===== src/rtl/lcd_port_arbiter_if.sv =====
// lcd_port_arbiter_if: requester-side and LCD-side signals of the shared LCD write port.
interface lcd_port_arbiter_if #(
    parameter int NUM_REQ = 4,
    parameter int DATA_W  = 8
);
    logic [NUM_REQ-1:0]        req;
    logic [NUM_REQ-1:0]        wr_en;
    logic [NUM_REQ-1:0]        wr_rs;
    logic [NUM_REQ*DATA_W-1:0] wr_data;
    logic                      lcd_busy;
    logic [NUM_REQ-1:0]        gnt;
    logic [NUM_REQ-1:0]        wr_ack;
    logic                      lcd_we;
    logic                      lcd_rs;
    logic [DATA_W-1:0]         lcd_data;
    logic [1:0]                owner;
    logic                      hold_timeout;

    modport slave (
        input  req, wr_en, wr_rs, wr_data, lcd_busy,
        output gnt, wr_ack, lcd_we, lcd_rs, lcd_data, owner, hold_timeout
    );

    modport master (
        output req, wr_en, wr_rs, wr_data, lcd_busy,
        input  gnt, wr_ack, lcd_we, lcd_rs, lcd_data, owner, hold_timeout
    );
endinterface


===== src/rtl/lcd_port_arbiter.sv =====
// lcd_port_arbiter: round-robin, lock-until-release sharing of one LCD write port with a hold watchdog.
module lcd_port_arbiter #(
    parameter int NUM_REQ  = 4,
    parameter int DATA_W   = 8,
    parameter int HOLD_MAX = 255
) (
    input logic                 clk,
    input logic                 rst,
    lcd_port_arbiter_if.slave   bus
);
    typedef enum logic {IDLE, OWN} state_t;

    state_t              state_q, state_d;
    logic [NUM_REQ-1:0]  gnt_q, gnt_d, ack_q, ack_d;
    logic [1:0]          owner_q, owner_d, ptr_q, ptr_d, win, idx, nxt;
    logic [7:0]          hold_q, hold_d;
    logic                we_q, we_d, rs_q, rs_d, to_q, to_d, accept;
    logic [DATA_W-1:0]   data_q, data_d;

    assign accept = (state_q == OWN) && bus.wr_en[owner_q] && !bus.lcd_busy;
    assign nxt    = 2'((int'(owner_q) + 1) % NUM_REQ);

    // Scan downward so the last hit is the first requester at or after the pointer.
    always_comb begin
        win = ptr_q;
        idx = '0;
        for (int k = NUM_REQ - 1; k >= 0; k--) begin
            idx = 2'((int'(ptr_q) + k) % NUM_REQ);
            if (bus.req[idx]) win = idx;
        end
    end

    always_comb begin
        state_d = state_q;
        gnt_d   = gnt_q;
        owner_d = owner_q;
        ptr_d   = ptr_q;
        hold_d  = hold_q;
        to_d    = 1'b0;
        we_d    = accept;
        ack_d   = accept ? gnt_q : '0;
        rs_d    = accept ? bus.wr_rs[owner_q] : rs_q;
        data_d  = accept ? bus.wr_data[owner_q*DATA_W +: DATA_W] : data_q;
        if (state_q == IDLE) begin
            if (|bus.req) begin
                state_d = OWN;
                gnt_d   = NUM_REQ'(1) << win;
                owner_d = win;
                hold_d  = '0;
            end
        end else if (!bus.req[owner_q]) begin
            state_d = IDLE;
            gnt_d   = '0;
            ptr_d   = nxt;
        end else if (accept) begin
            hold_d = '0;
        end else if (hold_q == 8'(HOLD_MAX)) begin
            state_d = IDLE;
            gnt_d   = '0;
            ptr_d   = nxt;
            to_d    = 1'b1;
        end else begin
            hold_d = hold_q + 8'd1;
        end
    end

    always_ff @(posedge clk or negedge rst) begin
        if (!rst) begin
            state_q <= IDLE;
            gnt_q   <= '0;
            owner_q <= '0;
            ptr_q   <= '0;
            hold_q  <= '0;
            to_q    <= 1'b0;
            we_q    <= 1'b0;
            ack_q   <= '0;
            rs_q    <= 1'b0;
            data_q  <= '0;
        end else begin
            state_q <= state_d;
            gnt_q   <= gnt_d;
            owner_q <= owner_d;
            ptr_q   <= ptr_d;
            hold_q  <= hold_d;
            to_q    <= to_d;
            we_q    <= we_d;
            ack_q   <= ack_d;
            rs_q    <= rs_d;
            data_q  <= data_d;
        end
    end

    assign bus.gnt          = gnt_q;
    assign bus.wr_ack       = ack_q;
    assign bus.lcd_we       = we_q;
    assign bus.lcd_rs       = rs_q;
    assign bus.lcd_data     = data_q;
    assign bus.owner        = owner_q;
    assign bus.hold_timeout = to_q;
endmodule


===== src/flat_wrapper.sv =====
// flat-port wrapper written by rule: the top's interface ports become plain ports
module lcd_port_arbiter_flat 
#(
    parameter int NUM_REQ  = 4,
    parameter int DATA_W   = 8,
    parameter int HOLD_MAX = 255
)
  (clk, rst, bus_req, bus_wr_en, bus_wr_rs, bus_wr_data, bus_lcd_busy, bus_gnt, bus_wr_ack, bus_lcd_we, bus_lcd_rs, bus_lcd_data, bus_owner, bus_hold_timeout);
  lcd_port_arbiter_if #(.NUM_REQ(NUM_REQ), .DATA_W(DATA_W)) bus_i ();
  input logic clk;
  input logic rst;
  input wire logic [$bits(bus_i.req)-1:0] bus_req;
  input wire logic [$bits(bus_i.wr_en)-1:0] bus_wr_en;
  input wire logic [$bits(bus_i.wr_rs)-1:0] bus_wr_rs;
  input wire logic [$bits(bus_i.wr_data)-1:0] bus_wr_data;
  input wire logic [$bits(bus_i.lcd_busy)-1:0] bus_lcd_busy;
  output wire logic [$bits(bus_i.gnt)-1:0] bus_gnt;
  output wire logic [$bits(bus_i.wr_ack)-1:0] bus_wr_ack;
  output wire logic [$bits(bus_i.lcd_we)-1:0] bus_lcd_we;
  output wire logic [$bits(bus_i.lcd_rs)-1:0] bus_lcd_rs;
  output wire logic [$bits(bus_i.lcd_data)-1:0] bus_lcd_data;
  output wire logic [$bits(bus_i.owner)-1:0] bus_owner;
  output wire logic [$bits(bus_i.hold_timeout)-1:0] bus_hold_timeout;
  assign bus_i.req = bus_req;
  assign bus_i.wr_en = bus_wr_en;
  assign bus_i.wr_rs = bus_wr_rs;
  assign bus_i.wr_data = bus_wr_data;
  assign bus_i.lcd_busy = bus_lcd_busy;
  assign bus_gnt = bus_i.gnt;
  assign bus_wr_ack = bus_i.wr_ack;
  assign bus_lcd_we = bus_i.lcd_we;
  assign bus_lcd_rs = bus_i.lcd_rs;
  assign bus_lcd_data = bus_i.lcd_data;
  assign bus_owner = bus_i.owner;
  assign bus_hold_timeout = bus_i.hold_timeout;
  lcd_port_arbiter #(.NUM_REQ(NUM_REQ), .DATA_W(DATA_W), .HOLD_MAX(HOLD_MAX)) u_core (.clk(clk), .rst(rst), .bus(bus_i));
endmodule

===== config.mk =====
export PLATFORM = sky130hd
export DESIGN_NAME = lcd_port_arbiter_flat
export DESIGN_NICKNAME = d
export VERILOG_FILES = /design/src/rtl/lcd_port_arbiter_if.sv /design/src/rtl/lcd_port_arbiter.sv /design/src/flat_wrapper.sv
export SDC_FILE = /design/constraint.sdc
export NUM_CORES = 1
export LEC_CHECK = 0
export ABC_AREA = 1
export CAP_MARGIN = 5
export CORE_MARGIN = 2
export CORE_UTILIZATION = 40
export CTS_CLUSTER_SIZE = 40
export DETAILED_ROUTE_END_ITERATION = 8
export PLACE_DENSITY = 0.81
export SYNTH_ARGS = -nofsm -noshare
export SYNTH_HDL_FRONTEND = slang
export SYNTH_SLANG_ARGS = --single-unit

===== constraint.sdc =====
create_clock -name clk -period 1.5 [get_ports clk]
set_input_delay 0.375 -clock clk [delete_from_list [all_inputs] [get_ports clk]]
set_output_delay 0.375 -clock clk [all_outputs]
set_load 0.01 [all_outputs]

## After elaboration in Yosys (flattened, before gate mapping)

Index checks and enable logic that the tools add are counted.

- Bits in registers: 32
- Output and inout port bits: 21
- Logic and storage cells: 80

- Add/sub/neg operators: 5
- Magnitude comparators: 5
- Equal/unequal tests: 7
- Shift operators: 2
- Mux-type cells: 41
- Bitwise operators: 1
- Reduce and logical (&&, ||, !) cells: 9

Operators by type and width:

| cell | number |
|---|---|
| 8-bit two-way mux | 5 |
| 32-bit by 6-bit variable part select with 8-bit output | 1 |
| 4-bit two-way mux | 6 |
| 1-bit two-way mux | 16 |
| 2-bit by 3-bit < comparator with 1-bit output (second input constant) | 5 |
| 1-bit binary-select mux with 2-bit select | 7 |
| 2-bit two-way mux | 7 |
| 3-bit != test (second input constant) | 3 |
| 3-bit AND reduction | 3 |
| 8-bit by 1-bit adder with 8-bit output (second input constant) | 1 |
| 8-bit == test (second input constant) | 1 |
| 2-bit != test (second input constant) | 3 |
| 2-bit by 1-bit adder with 2-bit output (second input constant) | 2 |
| 2-bit adder (second input constant) | 2 |
| 4-bit OR reduction | 1 |
| 1-bit by 2-bit left shift with 4-bit output (first input constant) | 1 |
| 1-bit logical AND | 2 |
| 2-bit AND reduction | 1 |
| 2-bit nonzero test | 1 |
| 1-bit zero test | 1 |
| 1-bit NOT | 1 |

## Depth between registers and ports, before layout

Gate-level depths: netlist (run 1).

- Word-level depth: 10
- Mapped depth: 13

## Worst setup path after synthesis (run 1)

No wires, ideal clock.

- Kind: register -> register
- Start point: register u_core.hold_q[0]
- End point: register u_core.hold_q[4]
- Setup time: 117 ps
- Data arrival time: 1425 ps
- Data required time: 1383 ps
- Setup slack: -42 ps
- Stages on the path, launching flop included: 14
- Buffers on the path: 1
- Clock period less this slack: 1542 ps
- Cell sequence: dfrtp_1 > ha_1 > nand2_1 > inv_2 > nand3_2 > nor2_1 > nand2_1 > nor2_2 > nand2_2 > nand2_4 > nand2_4 > buf_6 > nand2_1 > o21ai_2

- Longest elaborated chain between the ends: 5

Ends and longest elaborated chain:

| item | RTL line | RTL |
|---|---|---|
| from (decl) | lcd_port_arbiter.sv:16 | `logic [7:0] hold_q, hold_d;` |
| from (signal assigned) | lcd_port_arbiter.sv:84 | `hold_q <= hold_d;` |
| 8-bit by 1-bit adder with 8-bit output | lcd_port_arbiter.sv:63 | `hold_d = hold_q + 8'd1;` |
| 8-bit two-way mux | lcd_port_arbiter.sv:57 | `end else if (hold_q == 8'(HOLD_MAX)) begin` |
| 8-bit two-way mux | lcd_port_arbiter.sv:55 | `end else if (accept) begin` |
| 8-bit two-way mux | lcd_port_arbiter.sv:51 | `end else if (!bus.req[owner_q]) begin` |
| 8-bit two-way mux | lcd_port_arbiter.sv:44 | `if (state_q == IDLE) begin` |

Parallel ways exist; a longest one is shown, timed or not. The select of a mux whose other input is x is not followed.
A chain may end at the register's enable or synchronous reset.

## Worst setup path in the final report (run 1)

- Start point: register u_core.hold_q[0]
- End point: register u_core.hold_q[5]

Same word-level chain as after synthesis.

==> results of run 1 <==
[how the worst max path moves through the flow]
stage | start | endpoint | slack, ns | depth (start not counted)
after CTS | u_core.hold_q[0] | u_core.hold_q[2] | -0.08 | 12
after floorplan | u_core.hold_q[0] | u_core.hold_q[4] | -0.04 | 13
after global routing | u_core.hold_q[1] | u_core.hold_q[0] | -0.34 | 12
final | u_core.hold_q[0] | u_core.hold_q[5] | -0.26 | 12
after detailed placement | bus_req[3] | u_core.bus.gnt[0] | -0.43 | 12
after global placement | bus_req[3] | u_core.bus.gnt[2] | -0.37 | 12
[sequential cells by signal, summed over array words and instances, names as in the netlist]
register and count:
u_core.bus.wr_ack 4, u_core.state_q 1, u_core.bus.lcd_we 1, u_core.ptr_q 2
u_core.bus.owner 2, u_core.bus.lcd_rs 1, u_core.bus.hold_timeout 1, u_core.bus.lcd_data 8
u_core.bus.gnt 4, u_core.hold_q 8
[per-stage QoR]
stage               setup WS, ns  hold WS [ns]  TNS (ns)   util  power [mW]
finish                    -0.260         0.459     -3.45  0.683        5.87
global route              -0.340         0.470     -5.40  0.683        6.30
CTS                      -0.0825         0.474    -0.929  0.627        5.14
detailed placement        -0.432         0.505     -7.83  0.604        4.43
global placement          -0.371         0.504     -7.72  0.604        4.36
floorplan                -0.0419        0.0794    -0.119      -        3.23
[repair_timing]
item | CTS | global route
buffers inserted | 1 | 10
setup endpoints to repair | 36 | 29
resized for setup | 30 | 57
gates cloned | 1 | 1
hold buffers | 0 | 0
pin swaps | 0 | 10
[layout by cell type (no fill, tap or decap), drive strengths merged]
cell type	Yosys	final
a21oi	3	3
a31oi	9	9
buf	8	36
clkbuf	3	8
clkdlybuf4s50	0	41
clkinv	0	2
dfrtp	32	32
dlygate4sd2	0	20
dlymetal6s2s	0	4
ha	1	1
inv	29	29
nand2	73	74
nand3	20	20
nand3b	2	2
nor2	62	62
nor3	4	4
nor4	1	1
o211ai	1	1
o21ai	34	34
xnor2	1	1
xor2	1	1
[per-layer routing]
layer | GRT usage | vias up | routed length, um
met1 | 0.276 | 1024 | 2610
li1 | - | 1102 | -
met3 | 0.0678 | 14 | 425
met2 | 0.323 | 99 | 2960
met5 | 0 | - | 0
met4 | 0.0476 | 0 | 96
[final cells by class]
type,count,area [um2]
fill,374,1510
multi-input combinational,213,1150
timing repair buffer,103,997
sequential,32,803
inverter,29,121
tap,67,83.8
clock buffer,6,82.6
clock inverter,2,10.0
[critical path, stage by stage (launching register included)]
cell,delay (ns)
dfrtp_1,0.36
ha_2,0.20
nand2_2,0.07
inv_2,0.06
nand3_2,0.09
nor2_1,0.11
nand2_1,0.11
nor2_2,0.16
nand2_2,0.11
nand2_4,0.15
nand2_8,0.10
nand2_2,0.08
o21ai_2,0.05
[power by group through the flow]
stage	sequential, mW	combinational, mW	clock (mW)
floorplan	1.41	1.82	0
global placement	1.36	2.99	0
detailed placement	1.37	3.06	0
CTS	1.35	3.09	0.694
global route	1.44	4.11	0.744
finish	1.41	3.76	0.698
[cells by family after synthesis]
logic type | count (synthesis)
buffers and inverters | 40
AO/OA/AOI/OAI | 47
flip-flops | 32
adder cells (fa/ha/maj) | 1
AND/OR/NAND/NOR | 162
XOR/XNOR | 2
==> impl_metrics.py, run 1 <==
metrics = {
    "sta": {
        "skew_ns": 0.00860,
        "period_needed_ns": 1.76,
        "max_slew_margin": 0.797,
        "period_share": 1.17,
        "timing.final.ws_setup_ns": -0.260,
        "max_freq_mhz": 568,
        "hold_viol": 0,
        "tightestPinTransition_ns": 0.304,
        "rsz0062_at_grt": "true",
        "finalMaxSlewViolations": 0,
        "finalSetupViolCount": 18,
    },
    "detailed_routing": {
        "drt_iter0_markers": 132,
        "ant_nets": 0,
        "num_vias": 2239,
        "drc": 0,
        "dr.pass1.iters": 5,
        "via_per_inst": 4.95,
        "finalWirelength_um": 6080,
        "wl_per_cell_um": 13.5,
    },
    "grt": {
        "grt_pass1_wl_um": 8720,
        "first_global_vias": 2007,
        "grt_max_degree": 33,
        "grt_antenna_before_repair": 0,
        "grt-ovfl-total": 0,
        "grt_use_total": 0.205,
    },
    "final_layout": {
        "final_net_count": 432,
        "diodes": 0,
        "fin_area_um2": 3250,
        "area_growth_pct": 64.4,
        "drive_above_1_share": 0.281,
        "final_cells": 452,
    },
    "power_and_ir_drop": {
        "power.switching_mw": 2.70,
        "p_int_mw": 3.17,
        "power_density_nw_per_um2": 1810,
        "vdd_drop_max_v": 0.00109,
        "combPwrFrac": 0.640,
        "pwr-share-clk": 0.119,
        "p_leak_nw": 1.60,
        "swShare": 0.460,
        "pwr-share-seq": 0.241,
    },
    "critical_path": {
        "cp-start-kind": "flop",
        "worstReg2RegEnd": "u_core.hold_q[5]",
        "r2r_cells": 12,
        "critPathKind": "flop to flop",
        "cp.required_ns": 1.67,
        "r2r-start": "u_core.hold_q[0]",
        "crit_path_end_kind": "flop",
        "reg2reg_setup_slack_ns": -0.26,
        "crit_fanout": 7,
        "cp.arrival_ns": 1.93,
    },
    "synth": {
        "synth_seq_area_share": 0.405,
        "synth_enable_flop_cells": 0,
        "yosys.area_share.simple": 0.349,
        "ys_seq_elements": 32,
        "synth_nets": 332,
        "synth-compound-area-share": 0.137,
        "synth_cell_type_count": 28,
        "synth_flop_cell": "dfrtp_1",
        "muxShareOfSynthArea": 0,
        "synth_fa_ha_area_frac": 0.00633,
        "synthDominantCellAreaShare": 0.405,
        "synth_top_area_cell": "dfrtp_1",
        "synth_xor_area_frac": 0.00887,
        "syn_inst": 284,
        "post-synth-top-count-cell": "nand2_1",
        "ys_warn_count": 0,
        "ys_top_cells_by_count": "nand2_1, nor2_1, dfrtp_1, inv_1, o21ai_0",
        "async_flop_share": 1.00,
        "synthTopCellsByArea": "dfrtp_1, nand2_1, nor2_1",
        "synth_area_per_cell_um2": 6.96,
        "synth_top_family_by_area": "simple AND/OR/NAND/NOR gates",
        "syn-cell-area_um2": 1980,
    },
    "cts": {
        "root_buffer": "clkbuf_8",
        "clk_latency_ns": 0.29,
        "cts_tree": "built",
        "path_clk_slew_ns": 0.07,
        "htree_levels": 2,
        "numCtsBuffers": 5,
        "cts.sinks": 32,
        "cts_buffer_depth": 2,
    },
    "floorplanning": {
        "die-area_um2": 5520,
        "num_rows": 25,
        "io_pins": 68,
        "core_um2": 4750,
        "die_x_um": 74.3,
        "die_h_um": 74.3,
        "initial_utilization": 0.416,
    },
    "placement": {
        "gp_congestion": 0.835,
        "port_buffers": 67,
        "post-dp-hpwl_um": 3810,
        "placed_cell_area_um2": 2870,
        "placedCellCount": 431,
    },
    "run_status": {
        "status": "finished with violations",
        "violations": "setup timing",
    },
    "hold_path": {
        "hp-class": "primary input to async pin",
    },
    "job": {
        "maxCapViolCount": 0,
    },
}
Note: power is estimated with default switching activity, not from simulation.
==> run 2: changes to the inputs <==
--- a/config.mk
+++ b/config.mk
@@ -7,6 +7,7 @@
 export LEC_CHECK = 0
 export ABC_AREA = 1
 export CAP_MARGIN = 5
+export CORE_ASPECT_RATIO = 1.75
 export CORE_MARGIN = 2
 export CORE_UTILIZATION = 40
 export CTS_CLUSTER_SIZE = 40
==> run 2 against run 1 <==
  * The flow still finishes with violations (setup timing)
  * Sequential power hardly changed
  * Worst setup slack better by 0.10 ns
  * Count of clock-buffer cells in the layout fell by 1
  * Clock power rose by 20%
  * Global-route usage rose by 2.3 points
  * Power is 3.3% higher
  * Cell count is 1.3% lower
  * Design area grew 2.2%
  * Largest power group unchanged
==> impl_metrics.py, run 2 (synthesis results as in run 1) <==
metrics = {
    "grt": {
        "grt_antenna_before_repair": 0,
        "grt_max_degree": 33,
        "grt_use_total": 0.228,
        "first_global_vias": 2238,
        "grt-ovfl-total": 0,
        "grt_pass1_wl_um": 9980,
    },
    "final_layout": {
        "layout_commonest_cell": "nor2_1",
        "final_net_count": 441,
        "final_cell_mix": "nor2_1, nand2_1, clkdlybuf4s50_1",
        "multiInputGateArea_um2": 1170,
        "final_cells": 446,
        "drive_above_1_share": 0.310,
        "fin_area_um2": 3320,
        "diodes": 0,
        "regArea_um2": 806,
        "area_growth_pct": 68.0,
        "fillers": 356,
    },
    "job": {
        "maxCapViolCount": 0,
    },
    "placement": {
        "placed_cell_area_um2": 2890,
        "gp_congestion": 0.827,
        "port_buffers": 67,
        "dp_slack_ns": -0.424,
        "post-dp-hpwl_um": 4210,
        "placedCellCount": 423,
    },
    "sta": {
        "rsz0062_at_grt": "true",
        "timing.final.ws_setup_ns": -0.157,
        "skew_ns": 0.00591,
        "hold_viol": 0,
        "period_needed_ns": 1.66,
        "max_freq_mhz": 603,
        "finalSetupViolCount": 16,
        "finalMaxSlewViolations": 0,
        "max_slew_margin": 0.806,
        "tightestPinTransition_ns": 0.288,
        "period_share": 1.10,
    },
    "critical_path": {
        "worstReg2RegEnd": "u_core.hold_q[0]",
        "cp_slowest_cell": "dfrtp_1",
        "r2r-start": "u_core.hold_q[1]",
        "crit_path_end_kind": "flop",
        "crit_end": "u_core.hold_q[0]",
        "cp.required_ns": 1.68,
        "cp.buffers_inverters": 1,
        "startpoint": "u_core.hold_q[1]",
        "cp.arrival_ns": 1.84,
        "critPathKind": "flop to flop",
        "slowest_delay_ns": 0.38,
        "cp_common_cell": "nand2_1",
        "path_delay_family": "simple AND/OR/NAND/NOR gates",
        "reg2reg_setup_slack_ns": -0.16,
        "r2r_cells": 12,
        "cp_cell_sequence": "ha_2, nand2_2, inv_2, nand3_2, nor2_1, nand2_1, nor2_2, nand2_2, nand2_4, nand2_4, nand2_1, nand2_1",
        "critical_path_cell_count": 12,
        "cp-start-kind": "flop",
        "crit_fanout": 7,
    },
    "cts": {
        "path_clk_slew_ns": 0.07,
        "cts_buffer_depth": 2,
        "root_buffer": "clkbuf_8",
        "numCtsBuffers": 5,
        "cts_hold_buf": 0,
        "cts.sinks": 32,
        "clk_latency_ns": 0.29,
        "htree_levels": 2,
        "cts_tree": "built",
    },
    "detailed_routing": {
        "drt_iter0_markers": 57,
        "via_per_inst": 5.22,
        "wl_per_cell_um": 14.2,
        "drc": 0,
        "dr.pass1.iters": 4,
        "num_vias": 2330,
        "ant_nets": 0,
        "finalWirelength_um": 6330,
    },
    "floorplanning": {
        "core_um2": 4710,
        "io_pins": 68,
        "initial_utilization": 0.420,
        "die-area_um2": 5540,
        "die_x_um": 57.1,
        "die_h_um": 97.0,
        "num_rows": 33,
    },
    "power_and_ir_drop": {
        "p_leak_nw": 1.62,
        "swShare": 0.453,
        "power_density_nw_per_um2": 1830,
        "power.switching_mw": 2.74,
        "pwr-share-clk": 0.139,
        "vdd_drop_max_v": 0.00119,
        "power_mw": 6.06,
        "pwr-share-seq": 0.230,
        "combPwrFrac": 0.631,
        "p_int_mw": 3.32,
    },
    "hold_path": {
        "hp-class": "primary input to async pin",
    },
    "run_status": {
        "violations": "setup timing",
        "status": "finished with violations",
    },
}
run 2: cell count changes in the layout (fill, tap and decap cells not counted), moves of 3 or more:
cell | before | now
buf_4 | 25 | 36
dlygate4sd2_1 | 20 | 23
nand2_4 | 4 | 7
nor2_1 | 52 | 48
nor2_2 | 7 | 14
nor2_4 | 3 | 0
o21ai_2 | 9 | 6
run 2: metrics by stage:
| stage | setup TNS (ns) | hold slack [ns] | utilization |
|---|---|---|---|
| after floorplan | -0.119 | 0.0794 | - |
| after global placement | -7.97 | 0.505 | 0.615 |
| after detailed placement | -9.00 | 0.504 | 0.615 |
| after CTS | -1.45 | 0.452 | 0.664 |
| after global routing | -4.34 | 0.465 | 0.705 |
| final | -2.08 | 0.443 | 0.705 |
run 2: worst min path at each step:
stage	slack (ns)	depth (start not counted)	start	to
after floorplan	0.08	0	rst	u_core.bus.gnt[0]
after detailed placement	0.50	2	u_core.bus.gnt[3]	u_core.bus.gnt[3]
final	0.44	2	rst	u_core.ptr_q[1]
after CTS	0.45	2	rst	u_core.hold_q[7]
after global routing	0.47	2	rst	u_core.state_q
after global placement	0.51	2	u_core.bus.gnt[3]	u_core.bus.gnt[3]
run 2: per-layer routing:
metal	track usage	wire [um]
met5	0	0
met4	0.113	276
met3	0.0321	276
met2	0.432	3610
met1	0.230	2180
run 2: area by class of cell:
cell class / instances / share of cell area
well taps: 52 / 0.0196
clock buffers: 5 / 0.0207
flip-flops and latches: 32 / 0.243
repair buffers: 112 / 0.317
clock inverters: 3 / 0.0128
inverters: 29 / 0.0358
multi-input cells: 213 / 0.351
run 2: repair_timing:
item | CTS | global route
setup endpoints to repair | 39 | 28
pin swaps | 10 | 9
cloned | 1 | 1
hold endpoints to repair | 0 | 0
resized for setup | 50 | 43
buffers inserted | 10 | 5
run 2: power by group through the flow:
stage          clock network (mW)  logic [mW]  registers [mW]
6_report                    0.840        3.83            1.39
5_1_grt                     0.873        4.19            1.43
4_1_cts                     0.842        3.33            1.34
3_5_place_dp                    0        3.14            1.38
3_3_place_gp                    0        3.07            1.37
2_1_floorplan                   0        1.82            1.41
